### src/rtl/spi_shift_engine_pkg.sv
// Shared definitions for the SPI shift engine: mode bit positions,
// frame state encoding and the default word width.
package spi_pkg;

  localparam int unsigned MODE_CPOL_BIT = 1;
  localparam int unsigned MODE_CPHA_BIT = 0;

  localparam int unsigned DEFAULT_WIDTH = 8;

  typedef enum logic {
    SPI_IDLE   = 1'b0,
    SPI_ACTIVE = 1'b1
  } spi_state_t;

endpackage

### src/rtl/spi_shift_engine_if.sv
// Signal bundle between the SPI shift engine, the synchronized SPI pins
// and the downstream register-access logic.
interface spi_shift_engine_if #(
  parameter int unsigned WIDTH = 8,
  parameter int unsigned IDXW  = 4
);

  logic [1:0]       mode;
  logic             spi_cs_n;
  logic             spi_clk;
  logic             spi_mosi;
  logic             spi_miso;
  logic [WIDTH-1:0] rx_data;
  logic             rx_valid;
  logic [IDXW-1:0]  byte_idx;
  logic [WIDTH-1:0] tx_data;
  logic             tx_load;
  logic             frame_start;
  logic             frame_end;

  // Engine side
  modport slave (
    input  mode, spi_cs_n, spi_clk, spi_mosi, tx_data,
    output spi_miso, rx_data, rx_valid, byte_idx, tx_load, frame_start, frame_end
  );

  // Environment side (pins and register logic)
  modport master (
    output mode, spi_cs_n, spi_clk, spi_mosi, tx_data,
    input  spi_miso, rx_data, rx_valid, byte_idx, tx_load, frame_start, frame_end
  );

endinterface

### src/rtl/spi_shift_engine_edge_detect.sv
// Oversampled SPI clock edge detector. Classifies each spi_clk transition
// as the sample or shift edge for the given CPOL/CPHA.
module spi_edge_detect (
  input  logic clk,
  input  logic rstb,
  input  logic ena,
  input  logic spi_clk,
  input  logic cpol,
  input  logic cpha,
  output logic sample_edge,
  output logic shift_edge
);

  logic sclk_q;
  logic sclk_d;
  logic toggled;
  logic leading;
  logic trailing;

  // Leading edge leaves the idle (CPOL) level, trailing edge returns to it
  always_comb begin
    sclk_d      = spi_clk;
    toggled     = (spi_clk != sclk_q);
    leading     = toggled && (sclk_q == cpol);
    trailing    = toggled && (sclk_q != cpol);
    sample_edge = ena && (cpha ? trailing : leading);
    shift_edge  = ena && (cpha ? leading : trailing);
  end

  // Previous spi_clk level, tracked even while CS is high
  always_ff @(posedge clk) begin
    if (!rstb) begin
      sclk_q <= 1'b0;
    end else if (ena) begin
      sclk_q <= sclk_d;
    end
  end

endmodule

### src/rtl/spi_shift_engine.sv
// SPI target bit engine: deserializes MOSI into words with a valid pulse
// and serializes downstream words onto MISO, all four SPI modes.
// Build option: define SPI_LSB_FIRST_EN for LSB-first words on both lines.
module spi_shift_engine
  import spi_pkg::*;
#(
  parameter int unsigned WIDTH = DEFAULT_WIDTH,
  parameter int unsigned IDXW  = 4
) (
  input logic              clk,
  input logic              rstb,
  input logic              ena,
  spi_shift_engine_if.slave bus
);

  localparam int unsigned CNTW = (WIDTH > 1) ? $clog2(WIDTH) : 1;
  localparam logic [CNTW-1:0] LAST_BIT = CNTW'(WIDTH - 1);
`ifdef SPI_LSB_FIRST_EN
  localparam int unsigned OUT_BIT = 0;
`else
  localparam int unsigned OUT_BIT = WIDTH - 1;
`endif

  spi_state_t       state_q, state_d;
  logic             cs_n_q, cs_n_d;
  logic [1:0]       mode_q, mode_d;
  logic [CNTW-1:0]  bit_cnt_q, bit_cnt_d;
  logic [WIDTH-1:0] rx_sr_q, rx_sr_d;
  logic [WIDTH-1:0] tx_sr_q, tx_sr_d;
  logic [IDXW-1:0]  word_cnt_q, word_cnt_d;
  logic [WIDTH-1:0] rx_data_q, rx_data_d;
  logic             rx_valid_q, rx_valid_d;
  logic [IDXW-1:0]  byte_idx_q, byte_idx_d;
  logic             tx_load_q, tx_load_d;
  logic             frame_start_q, frame_start_d;
  logic             frame_end_q, frame_end_d;
  logic             miso_q, miso_d;

  logic             sample_edge;
  logic             shift_edge;
  logic [WIDTH-1:0] rx_word;
  logic [WIDTH-1:0] tx_shifted;

  spi_edge_detect u_edge (
    .clk         (clk),
    .rstb        (rstb),
    .ena         (ena),
    .spi_clk     (bus.spi_clk),
    .cpol        (mode_q[MODE_CPOL_BIT]),
    .cpha        (mode_q[MODE_CPHA_BIT]),
    .sample_edge (sample_edge),
    .shift_edge  (shift_edge)
  );

  // Frame control, receive/transmit shifting and output pulse generation
  always_comb begin
`ifdef SPI_LSB_FIRST_EN
    rx_word    = {bus.spi_mosi, rx_sr_q[WIDTH-1:1]};
    tx_shifted = tx_sr_q >> 1;
`else
    rx_word    = {rx_sr_q[WIDTH-2:0], bus.spi_mosi};
    tx_shifted = tx_sr_q << 1;
`endif
    state_d       = state_q;
    cs_n_d        = bus.spi_cs_n;
    mode_d        = mode_q;
    bit_cnt_d     = bit_cnt_q;
    rx_sr_d       = rx_sr_q;
    tx_sr_d       = tx_sr_q;
    word_cnt_d    = word_cnt_q;
    rx_data_d     = rx_data_q;
    byte_idx_d    = byte_idx_q;
    rx_valid_d    = 1'b0;
    tx_load_d     = 1'b0;
    frame_start_d = 1'b0;
    frame_end_d   = 1'b0;

    case (state_q)
      SPI_IDLE: begin
        // A frame needs a genuine high-to-low CS transition; edges in this
        // cycle are ignored because the engine is still idle.
        if (cs_n_q && !bus.spi_cs_n) begin
          state_d       = SPI_ACTIVE;
          frame_start_d = 1'b1;
          mode_d        = bus.mode;
          bit_cnt_d     = '0;
          rx_sr_d       = '0;
          word_cnt_d    = '0;
          byte_idx_d    = '0;
          if (!bus.mode[MODE_CPHA_BIT]) begin
            tx_sr_d   = bus.tx_data;
            tx_load_d = 1'b1;
          end
        end
      end
      SPI_ACTIVE: begin
        if (bus.spi_cs_n) begin
          state_d     = SPI_IDLE;
          frame_end_d = 1'b1;
          bit_cnt_d   = '0;
          rx_sr_d     = '0;
        end else if (sample_edge) begin
          rx_sr_d = rx_word;
          if (bit_cnt_q == LAST_BIT) begin
            rx_data_d  = rx_word;
            rx_valid_d = 1'b1;
            bit_cnt_d  = '0;
            byte_idx_d = word_cnt_q;
            if (word_cnt_q != '1) begin
              word_cnt_d = word_cnt_q + 1'b1;
            end
          end else begin
            bit_cnt_d = bit_cnt_q + 1'b1;
          end
        end else if (shift_edge) begin
          if (bit_cnt_q == '0) begin
            tx_sr_d   = bus.tx_data;
            tx_load_d = 1'b1;
          end else begin
            tx_sr_d = tx_shifted;
          end
        end
      end
      default: state_d = SPI_IDLE;
    endcase

    // MISO is registered from next-state values so it tracks tx_sr without lag
    miso_d = (state_d == SPI_ACTIVE) ? tx_sr_d[OUT_BIT] : 1'b0;
  end

  // State and output registers; all hold while ena is low.
  // cs_n_q resets to 0 so a frame abandoned by reset is not resumed.
  always_ff @(posedge clk) begin
    if (!rstb) begin
      state_q       <= SPI_IDLE;
      cs_n_q        <= 1'b0;
      mode_q        <= '0;
      bit_cnt_q     <= '0;
      rx_sr_q       <= '0;
      tx_sr_q       <= '0;
      word_cnt_q    <= '0;
      rx_data_q     <= '0;
      rx_valid_q    <= 1'b0;
      byte_idx_q    <= '0;
      tx_load_q     <= 1'b0;
      frame_start_q <= 1'b0;
      frame_end_q   <= 1'b0;
      miso_q        <= 1'b0;
    end else if (ena) begin
      state_q       <= state_d;
      cs_n_q        <= cs_n_d;
      mode_q        <= mode_d;
      bit_cnt_q     <= bit_cnt_d;
      rx_sr_q       <= rx_sr_d;
      tx_sr_q       <= tx_sr_d;
      word_cnt_q    <= word_cnt_d;
      rx_data_q     <= rx_data_d;
      rx_valid_q    <= rx_valid_d;
      byte_idx_q    <= byte_idx_d;
      tx_load_q     <= tx_load_d;
      frame_start_q <= frame_start_d;
      frame_end_q   <= frame_end_d;
      miso_q        <= miso_d;
    end
  end

  assign bus.spi_miso    = miso_q;
  assign bus.rx_data     = rx_data_q;
  assign bus.rx_valid    = rx_valid_q;
  assign bus.byte_idx    = byte_idx_q;
  assign bus.tx_load     = tx_load_q;
  assign bus.frame_start = frame_start_q;
  assign bus.frame_end   = frame_end_q;

endmodule

### src/flat_wrapper.sv
// flat-port wrapper written by rule: the top's interface ports become plain ports
module spi_shift_engine_flat import spi_pkg::*;
#(
  parameter int unsigned WIDTH = DEFAULT_WIDTH,
  parameter int unsigned IDXW  = 4
)
  (clk, rstb, ena, bus_mode, bus_spi_cs_n, bus_spi_clk, bus_spi_mosi, bus_tx_data, bus_spi_miso, bus_rx_data, bus_rx_valid, bus_byte_idx, bus_tx_load, bus_frame_start, bus_frame_end);
  spi_shift_engine_if #(.WIDTH(WIDTH), .IDXW(IDXW)) bus_i ();
  input logic clk;
  input logic rstb;
  input logic ena;
  input wire logic [$bits(bus_i.mode)-1:0] bus_mode;
  input wire logic [$bits(bus_i.spi_cs_n)-1:0] bus_spi_cs_n;
  input wire logic [$bits(bus_i.spi_clk)-1:0] bus_spi_clk;
  input wire logic [$bits(bus_i.spi_mosi)-1:0] bus_spi_mosi;
  input wire logic [$bits(bus_i.tx_data)-1:0] bus_tx_data;
  output wire logic [$bits(bus_i.spi_miso)-1:0] bus_spi_miso;
  output wire logic [$bits(bus_i.rx_data)-1:0] bus_rx_data;
  output wire logic [$bits(bus_i.rx_valid)-1:0] bus_rx_valid;
  output wire logic [$bits(bus_i.byte_idx)-1:0] bus_byte_idx;
  output wire logic [$bits(bus_i.tx_load)-1:0] bus_tx_load;
  output wire logic [$bits(bus_i.frame_start)-1:0] bus_frame_start;
  output wire logic [$bits(bus_i.frame_end)-1:0] bus_frame_end;
  assign bus_i.mode = bus_mode;
  assign bus_i.spi_cs_n = bus_spi_cs_n;
  assign bus_i.spi_clk = bus_spi_clk;
  assign bus_i.spi_mosi = bus_spi_mosi;
  assign bus_i.tx_data = bus_tx_data;
  assign bus_spi_miso = bus_i.spi_miso;
  assign bus_rx_data = bus_i.rx_data;
  assign bus_rx_valid = bus_i.rx_valid;
  assign bus_byte_idx = bus_i.byte_idx;
  assign bus_tx_load = bus_i.tx_load;
  assign bus_frame_start = bus_i.frame_start;
  assign bus_frame_end = bus_i.frame_end;
  spi_shift_engine #(.WIDTH(WIDTH), .IDXW(IDXW)) u_core (.clk(clk), .rstb(rstb), .ena(ena), .bus(bus_i));
endmodule
### config.mk
export PLATFORM = sky130hd
export DESIGN_NAME = spi_shift_engine_flat
export DESIGN_NICKNAME = d
export VERILOG_FILES = /design/src/rtl/spi_shift_engine_pkg.sv /design/src/rtl/spi_shift_engine_if.sv /design/src/rtl/spi_shift_engine_edge_detect.sv /design/src/rtl/spi_shift_engine.sv /design/src/flat_wrapper.sv
export SDC_FILE = /design/constraint.sdc
export NUM_CORES = 1
export LEC_CHECK = 0
export CAP_MARGIN = 20
export CORE_MARGIN = 2
export CORE_UTILIZATION = 35
export CTS_CLUSTER_SIZE = 10
export DETAILED_ROUTE_END_ITERATION = 8
export HOLD_SLACK_MARGIN = 0.02
export PLACE_DENSITY = 0.62
export SYNTH_ARGS = -nofsm -noshare
export SYNTH_HDL_FRONTEND = slang
export SYNTH_SLANG_ARGS = --single-unit
### constraint.sdc
create_clock -name clk -period 1.4 [get_ports clk]
set_input_delay 0.21 -clock clk [delete_from_list [all_inputs] [get_ports clk]]
set_output_delay 0.21 -clock clk [all_outputs]
set_load 0.02 [all_outputs]
==> summary.md, run 1 <==
| Metric | Value |
|---|---|
| Root Driver | `clkbuf_8` |
| CP startpoint kind | `flip-flop` |
| Power per cell area | `861 nW/um2` |
| Placed insts | `343` |
| Period minus WS final | `1.63 ns` |
| Total wire length | `4730 um` |
| Worst R2R End | `u_core.tx_sr_q[0]$_SDFFE_PN0P_` |
| Ports | `33` |
| Insertion delay of the later-clocked pin in the worst-skew pair | `0.30 ns` |
| DIE AREA | `6430 um2` |
| DRT Pass-1 Iters | `4` |
| Final setup vio count | `37` |
| Largest net degree at the start of global routing | `44` |
| Initial core utilization | `36.7%` |
| Worst Hold Class | `primary input to flip-flop` |
| H-Tree Depth | `2` |
| Share of the yosys chip area belonging to registers | `43.4%` |
| Post-route setup slack | `-0.227 ns` |
| Crit path from | `u_core.mode_q[0]$_SDFFE_PN0P_` |
| Slowest cell on crit path | `mux2i_4` |
| Crit path cell chain | `xor2_4 -> mux2i_4 -> nor3b_2 -> o211a_1 -> o21a_1` |
| Setup slack, reg-to-reg | `-0.23 ns` |
| Worst-path clk slew | `0.09 ns` |
| Critical path's top delay family | `multiplexers` |
| Status | `finished, violations left` |
| Slew headroom | `78.2%` |
| Clock Path Buffers | `2` |
| Mean post-synth cell area | `8.87 um2` |
| Vias in the first global route | `1668` |
| Post-route DRC | `0` |
| TritonCTS clock tree | `yes` |
| Worst vdd ir | `741 uV` |
| Fin crit share | `116%` |
| Crit Reg-Reg Startpoint | `u_core.mode_q[0]$_SDFFE_PN0P_` |
| Rows | `27` |
| Port Buf Inserts | `32` |
| Post-Syn Area | `2030 um2` |
| Layout Nets | `301` |
| Pre-CTS WS | `-0.521 ns` |
| Chip width | `80.2 um` |
| Worst-path fanout max | `4` |
| Most frequent cells in the layout | `dfxtp_1 (38), nand2_1 (28), buf_4 (24)` |
| Leak | `1.18 nW` |
| #FFs+latches synth | `44` |
| Vias per cell | `5.20` |
| Worst Setup End Kind | `flip-flop` |
| CTS buffer count | `5` |
| Final Cell Area | `2910 um2` |
| Placer congestion estimate | `0.740` |
| Clock Skew | `0.00834 ns` |
| Setup Crit Path Kind | `flip-flop to flip-flop` |
| Slowest stage delay, CP | `0.39 ns` |
| FF+latch area | `893 um2` |
| Crit. path cell count | `5` |
| CP Data Arrival Time | `1.83 ns` |
| Pins Over Slew Limit | `0` |
| First-pass GRT wire length | `7630 um` |
| Commonest non-fill, non-tap cell in the layout | `dfxtp_1` |
| Multi-input gate area | `1250 um2` |
| ANT cells | `0` |
| Total power | `2.51 mW` |
| Core area | `5540 um2` |
| Top_reg_cell synth | `dfxtp_1` |
| Avg WL per Cell | `13.3 um` |
| Fmax | `615 MHz` |
| Finished Layout Cells | `354` |
| Die height | `80.2 um` |
| Mapped Cells | `229` |
| CP required | `1.60 ns` |
| GR Overflow Total | `0` |
| Worst-Margin Slew | `0.321 ns` |
| Fin. Hold Viols | `0` |
| Placed cell area | `2630 um2` |
| Number of flops mapped to enable cells by yosys | `0` |
| Synth warn | `0` |
| Share of layout cells above drive strength 1 | `29.1%` |
| Initial antenna violation count | `0` |
| Clock tree sinks | `44` |
| Failing checks | `setup timing` |
| Max-cap violation count | `0` |
| Critical Path End | `u_core.tx_sr_q[0]$_SDFFE_PN0P_` |
| Synth async-reset ratio | `0%` |
| Worst path buffer plus inverter count | `0` |
| Synth Net Count | `249` |
| Area Growth Syn to Fin | `43.4%` |
| DR vias | `1840` |
| Fillcell total | `536` |
| Synth cell types | `43` |
| RSZ-0062 raised after global routing | `true` |
| ANT nets after route | `0` |
| Post-DP HPWL | `3040 um` |
| GRT Overall Usage | `14.9%` |
| Fin util | `52.6%` |
| Starting DRT DRC Count | `54` |
| Reg2Reg Depth | `5` |
-- cells in the mapped netlist (all sizes together), types with 2 or more instances --
| cell type | number | share of area [%] |
|---|---|---|
| o21ai | 29 | 7.3 |
| o21a | 4 | 1.5 |
| a22oi | 6 | 2.2 |
| and4b | 2 | 0.99 |
| clkbuf | 12 | 3.4 |
| and2b | 3 | 1.3 |
| ha | 4 | 2.5 |
| mux2i | 7 | 3.6 |
| a21oi | 13 | 3.2 |
| buf | 4 | 1.2 |
| a32o | 2 | 0.99 |
| nor2b | 5 | 1.5 |
| nor3 | 4 | 1.8 |
| nand2 | 30 | 5.5 |
| inv | 3 | 0.55 |
| nand2b | 4 | 1.2 |
| nand4 | 11 | 3.4 |
| nor2 | 6 | 1.1 |
| a21boi | 5 | 1.8 |
| nand3 | 15 | 3.9 |
| and3 | 3 | 0.99 |
| dfxtp | 44 | 43 |
| nor3b | 4 | 2.0 |
-- stage by stage --
stage               TNS, ns  hold slack (ns)
floorplan             -1.98            0.340
global placement     -15.74            0.451
detailed placement   -16.35            0.454
CTS                   -6.20            0.299
global route          -8.88            0.311
finish                -6.05            0.313
-- routing by layer --
layer | vias up | wire length [um] | global-route usage [%] | part of all wire (%)
met1 | 850 | 2210 | 19.5 | 47
met3 | 12 | 193 | 3.03 | 4.1
met5 | - | 0 | 0 | 0
met4 | 0 | 95 | 6.10 | 2.0
li1 | 932 | - | - | -
met2 | 46 | 2220 | 23.9 | 47
-- worst reg2reg max path: cells and delay by family (launching register included) --
kind                      cells  cell delay (ns)
AOI/OAI and AO/OA             2             0.39
and+or+nand+nor               1             0.10
xor gates and xnor gates      1             0.28
DFF                           1             0.37
muxes                         1             0.39
-- worst min-delay path by stage --
stage,depth (start not counted),startpoint,endpoint
after global placement,2,u_core.bus.rx_data[1]$_SDFFE_PN0P_,u_core.bus.rx_data[1]$_SDFFE_PN0P_
after detailed placement,2,u_core.bus.rx_data[7]$_SDFFE_PN0P_,u_core.bus.rx_data[7]$_SDFFE_PN0P_
after global routing,3,rstb,u_core.bus.rx_data[7]$_SDFFE_PN0P_
after floorplan,2,bus_spi_mosi,u_core.bus.rx_data[0]$_SDFFE_PN0P_
final,3,rstb,u_core.bus.rx_data[7]$_SDFFE_PN0P_
after CTS,3,rstb,u_core.bus.rx_data[7]$_SDFFE_PN0P_
-- what timing repair did --
item | in CTS | in global routing
gates resized for setup | 44 | 30
hold buffers | 0 | 0
setup endpoints to repair | 54 | 38
cloned | 0 | 1
pin swaps | 6 | 22
setup buffers | 0 | 2
-- flip-flops by register name, summed over array words and instances, names as in the netlist --
name / count
u_core.bit_cnt_q: 3
u_core.bus.byte_idx: 4
u_core.bus.frame_end: 1
u_core.bus.frame_start: 1
u_core.bus.rx_data: 8
u_core.bus.rx_valid: 1
u_core.bus.spi_miso: 1
u_core.bus.tx_load: 1
u_core.cs_n_q: 1
u_core.mode_q: 2
u_core.rx_sr_q: 7
u_core.state_q: 1
u_core.tx_sr_q: 8
u_core.u_edge.sclk_q: 1
u_core.word_cnt_q: 4
-- cell families after synthesis --
family          Yosys count  synth area share, %
flops                    44                 43.4
simple gates             89                 25.0
compound gates           65                 19.6
fa+ha+maj                 4                 2.46
xor+xnor                  1                0.801
buf+inv                  19                 5.18
mux                       7                 3.64
-- final cells by class --
cell class                      count  share of cell area, %
Clock buffer                        5                   2.36
Clock inverter                      3                   1.63
Inverter                            3                  0.387
Multi-Input combinational cell    167                   43.0
Sequential cell                    44                   30.7
Tap cell                           72                   3.09
Timing Repair Buffer               60                   18.9
-- power breakdown --
group	switching, mW	internal, mW	total [mW]
logic	0.115	0.116	0.231
clock network	0.470	0.538	1.01
registers	0.00934	1.26	1.27
total	0.595	1.91	2.51
(Power assumes the default switching activity.)
==> run 2: changes to the inputs <==
clock period = 1.3 ns   (was 1.4 ns; I/O delays follow)
==> run 2 against run 1 <==
Compared with the run above: non-clock buffer count shrank 1; first-iteration DRC count grew 26%; largest power group unchanged; largest cell class unchanged; critical endpoint is now u_core.bus.byte_idx[3]$_SDFFE_PN0P_; the run still ends with setup timing left; sequential power grew 8%; total power grew 7.5%; wire length shrank 3.9%; global-route usage grew 0.15 points.
==> summary.md, run 2 (same netlist as run 1, synthesis figures left out) <==
| Metric | Value |
|---|---|
| DR vias | `1787` |
| Insertion delay of the later-clocked pin in the worst-skew pair | `0.30 ns` |
| Max layer used | `met4` |
| Hold path depth | `2` |
| WL met2 | `2160 um` |
| Clock tree sinks | `44` |
| Fin. Hold Viols | `0` |
| Area Growth Syn to Fin | `39.7%` |
| Initial core utilization | `36.7%` |
| Die height | `80.2 um` |
| RSZ-0062 raised after global routing | `true` |
| Rows | `27` |
| Setup slack, reg-to-reg | `-0.33 ns` |
| Max-cap violation count | `0` |
| CTS buffer count | `5` |
| GR Overflow Total | `0` |
| Reg2Reg Depth | `5` |
| Most frequent cells in the layout | `dfxtp_1 (37), nand2_1 (28), o21ai_1 (24)` |
| Power per cell area | `951 nW/um2` |
| Largest net degree at the start of global routing | `27` |
| CP required | `1.50 ns` |
| Failing checks | `setup timing` |
| Status | `finished, violations left` |
| Sequential share of power | `50.7%` |
| Share of layout cells above drive strength 1 | `25.6%` |
| Critical Path End | `u_core.bus.byte_idx[3]$_SDFFE_PN0P_` |
| Metal-1 WL | `2170 um` |
| Clock group share of total power | `40.3%` |
| Worst R2R End | `u_core.bus.byte_idx[3]$_SDFFE_PN0P_` |
| Sw power | `0.635 mW` |
| DRT Pass-1 Iters | `4` |
| Pre-CTS WS | `-0.651 ns` |
| CP Data Arrival Time | `1.82 ns` |
| GRT Overall Usage | `15.1%` |
| Clock Path Buffers | `2` |
| Pins Over Slew Limit | `0` |
| DIE AREA | `6430 um2` |
| Placed insts | `343` |
| Hold Buf Count CTS | `0` |
| Worst-path fanout max | `19` |
| Ports | `33` |
| Post-route DRC | `0` |
| Worst Hold Class | `primary input to flip-flop` |
| Combinational share of power | `9.1%` |
| Chip width | `80.2 um` |
| Total wire length | `4540 um` |
| Root Driver | `clkbuf_8` |
| Crit Reg-Reg Startpoint | `u_core.mode_q[0]$_SDFFE_PN0P_` |
| Worst Setup End Kind | `flip-flop` |
| Period minus WS final | `1.63 ns` |
| Commonest non-fill, non-tap cell in the layout | `dfxtp_1` |
| Layout Nets | `300` |
| Placer congestion estimate | `0.745` |
| First-pass GRT wire length | `7750 um` |
| Worst-Margin Slew | `0.477 ns` |
| Slew headroom | `68.2%` |
| Avg WL per Cell | `12.9 um` |
| Post-route setup slack | `-0.327 ns` |
| Fin crit share | `125%` |
| Leak | `1.14 nW` |
| Worst vdd ir | `403 uV` |
| CP startpoint kind | `flip-flop` |
| Crit path from | `u_core.mode_q[0]$_SDFFE_PN0P_` |
| Setup Crit Path Kind | `flip-flop to flip-flop` |
| Crit path cell chain | `xor2_4 -> mux2i_4 -> nor3b_4 -> buf_12 -> a32o_1` |
| ANT nets after route | `0` |
| Core area | `5540 um2` |
| Metal3 WL | `160 um` |
| Starting DRT DRC Count | `68` |
| Initial antenna violation count | `0` |
| Slowest cell on crit path | `mux2i_4` |
| Post-DP HPWL | `3200 um` |
| Final setup vio count | `37` |
| P_int | `2.06 mW` |
| Vias in the first global route | `1639` |
| Fin util | `51.2%` |
| ANT cells | `0` |
| Slowest stage delay, CP | `0.39 ns` |
| Clock Skew | `0.00532 ns` |
| Port Buf Inserts | `32` |
| Worst-path clk slew | `0.09 ns` |
| TritonCTS clock tree | `yes` |
| Finished Layout Cells | `353` |
| Vias per cell | `5.06` |
| H-Tree Depth | `2` |
| Net Sw Frac | `23.6%` |
| Fmax | `615 MHz` |
## run 2: cell types whose count changed in the layout (fill, tap and decap cells not counted), moves of 2 or more
| cell | before | now |
|---|---|---|
| o21ai_1 | 20 | 24 |
| o21ai_2 | 4 | 1 |
| clkinv_4 | 2 | 0 |
| dlymetal6s2s_1 | 2 | 0 |
| inv_1 | 1 | 3 |
| inv_2 | 2 | 0 |
## run 2: metrics by stage
step	hold slack (ns)	total power [mW]	instance area (um2)	TNS, ns
after floorplan	0.325	1.52	2120	-5.27
after global placement	0.450	1.64	2660	-18.41
after detailed placement	0.454	1.64	2660	-19.56
after CTS	0.366	2.73	2820	-9.44
after global routing	0.381	2.81	2840	-11.51
final	0.373	2.70	2840	-8.88
## run 2: per-layer routing
layer | vias to the layer above | global-route usage (%)
li1 | 929 | -
met1 | 825 | 19.8
met2 | 28 | 24.5
met3 | 5 | 3.93
met4 | 0 | 4.07
met5 | - | 0
## run 2: what timing repair did
item                                    CTS  global route
cloned                                    1             0
resized for setup                        46             7
setup buffers                             2             1
pin swaps                                15            17
endpoints found under the setup margin   55            40
## run 2: worst min path at each step
stage / from / end
2_1_floorplan: bus_spi_mosi / u_core.bus.rx_data[0]$_SDFFE_PN0P_
3_3_place_gp: u_core.rx_sr_q[6]$_SDFFE_PN0P_ / u_core.bus.rx_data[7]$_SDFFE_PN0P_
3_5_place_dp: u_core.rx_sr_q[6]$_SDFFE_PN0P_ / u_core.bus.rx_data[7]$_SDFFE_PN0P_
4_1_cts: rstb / u_core.tx_sr_q[0]$_SDFFE_PN0P_
5_1_grt: rstb / u_core.tx_sr_q[0]$_SDFFE_PN0P_
6_report: rstb / u_core.tx_sr_q[0]$_SDFFE_PN0P_
## run 2: cell type report
type	count	area, um2
Fill cell	537	2700
Multi-Input combinational cell	167	1190
Sequential cell	44	895
Timing Repair Buffer	59	537
Tap cell	72	90.1
Clock buffer	5	68.8
Clock inverter	3	46.3
Inverter	3	11.3
## run 2: worst max-delay path: cells and delay by family (launching register included)
family                 cells  cell delay (ns)
multiplexers               1             0.39
flip-flops                 1             0.37
XOR/XNOR                   1             0.27
AO/OA/AOI/OAI              1             0.24
buffers and inverters      1             0.16
AND/OR/NAND/NOR            1             0.08
## run 2: power groups by stage
stage	Sequential, mW	Clock (mW)	Combinational, mW
finish	1.37	1.09	0.245
CTS	1.37	1.12	0.245
detailed placement	1.40	0	0.236
global route	1.37	1.18	0.264
floorplan	1.40	0	0.123
global placement	1.40	0	0.235
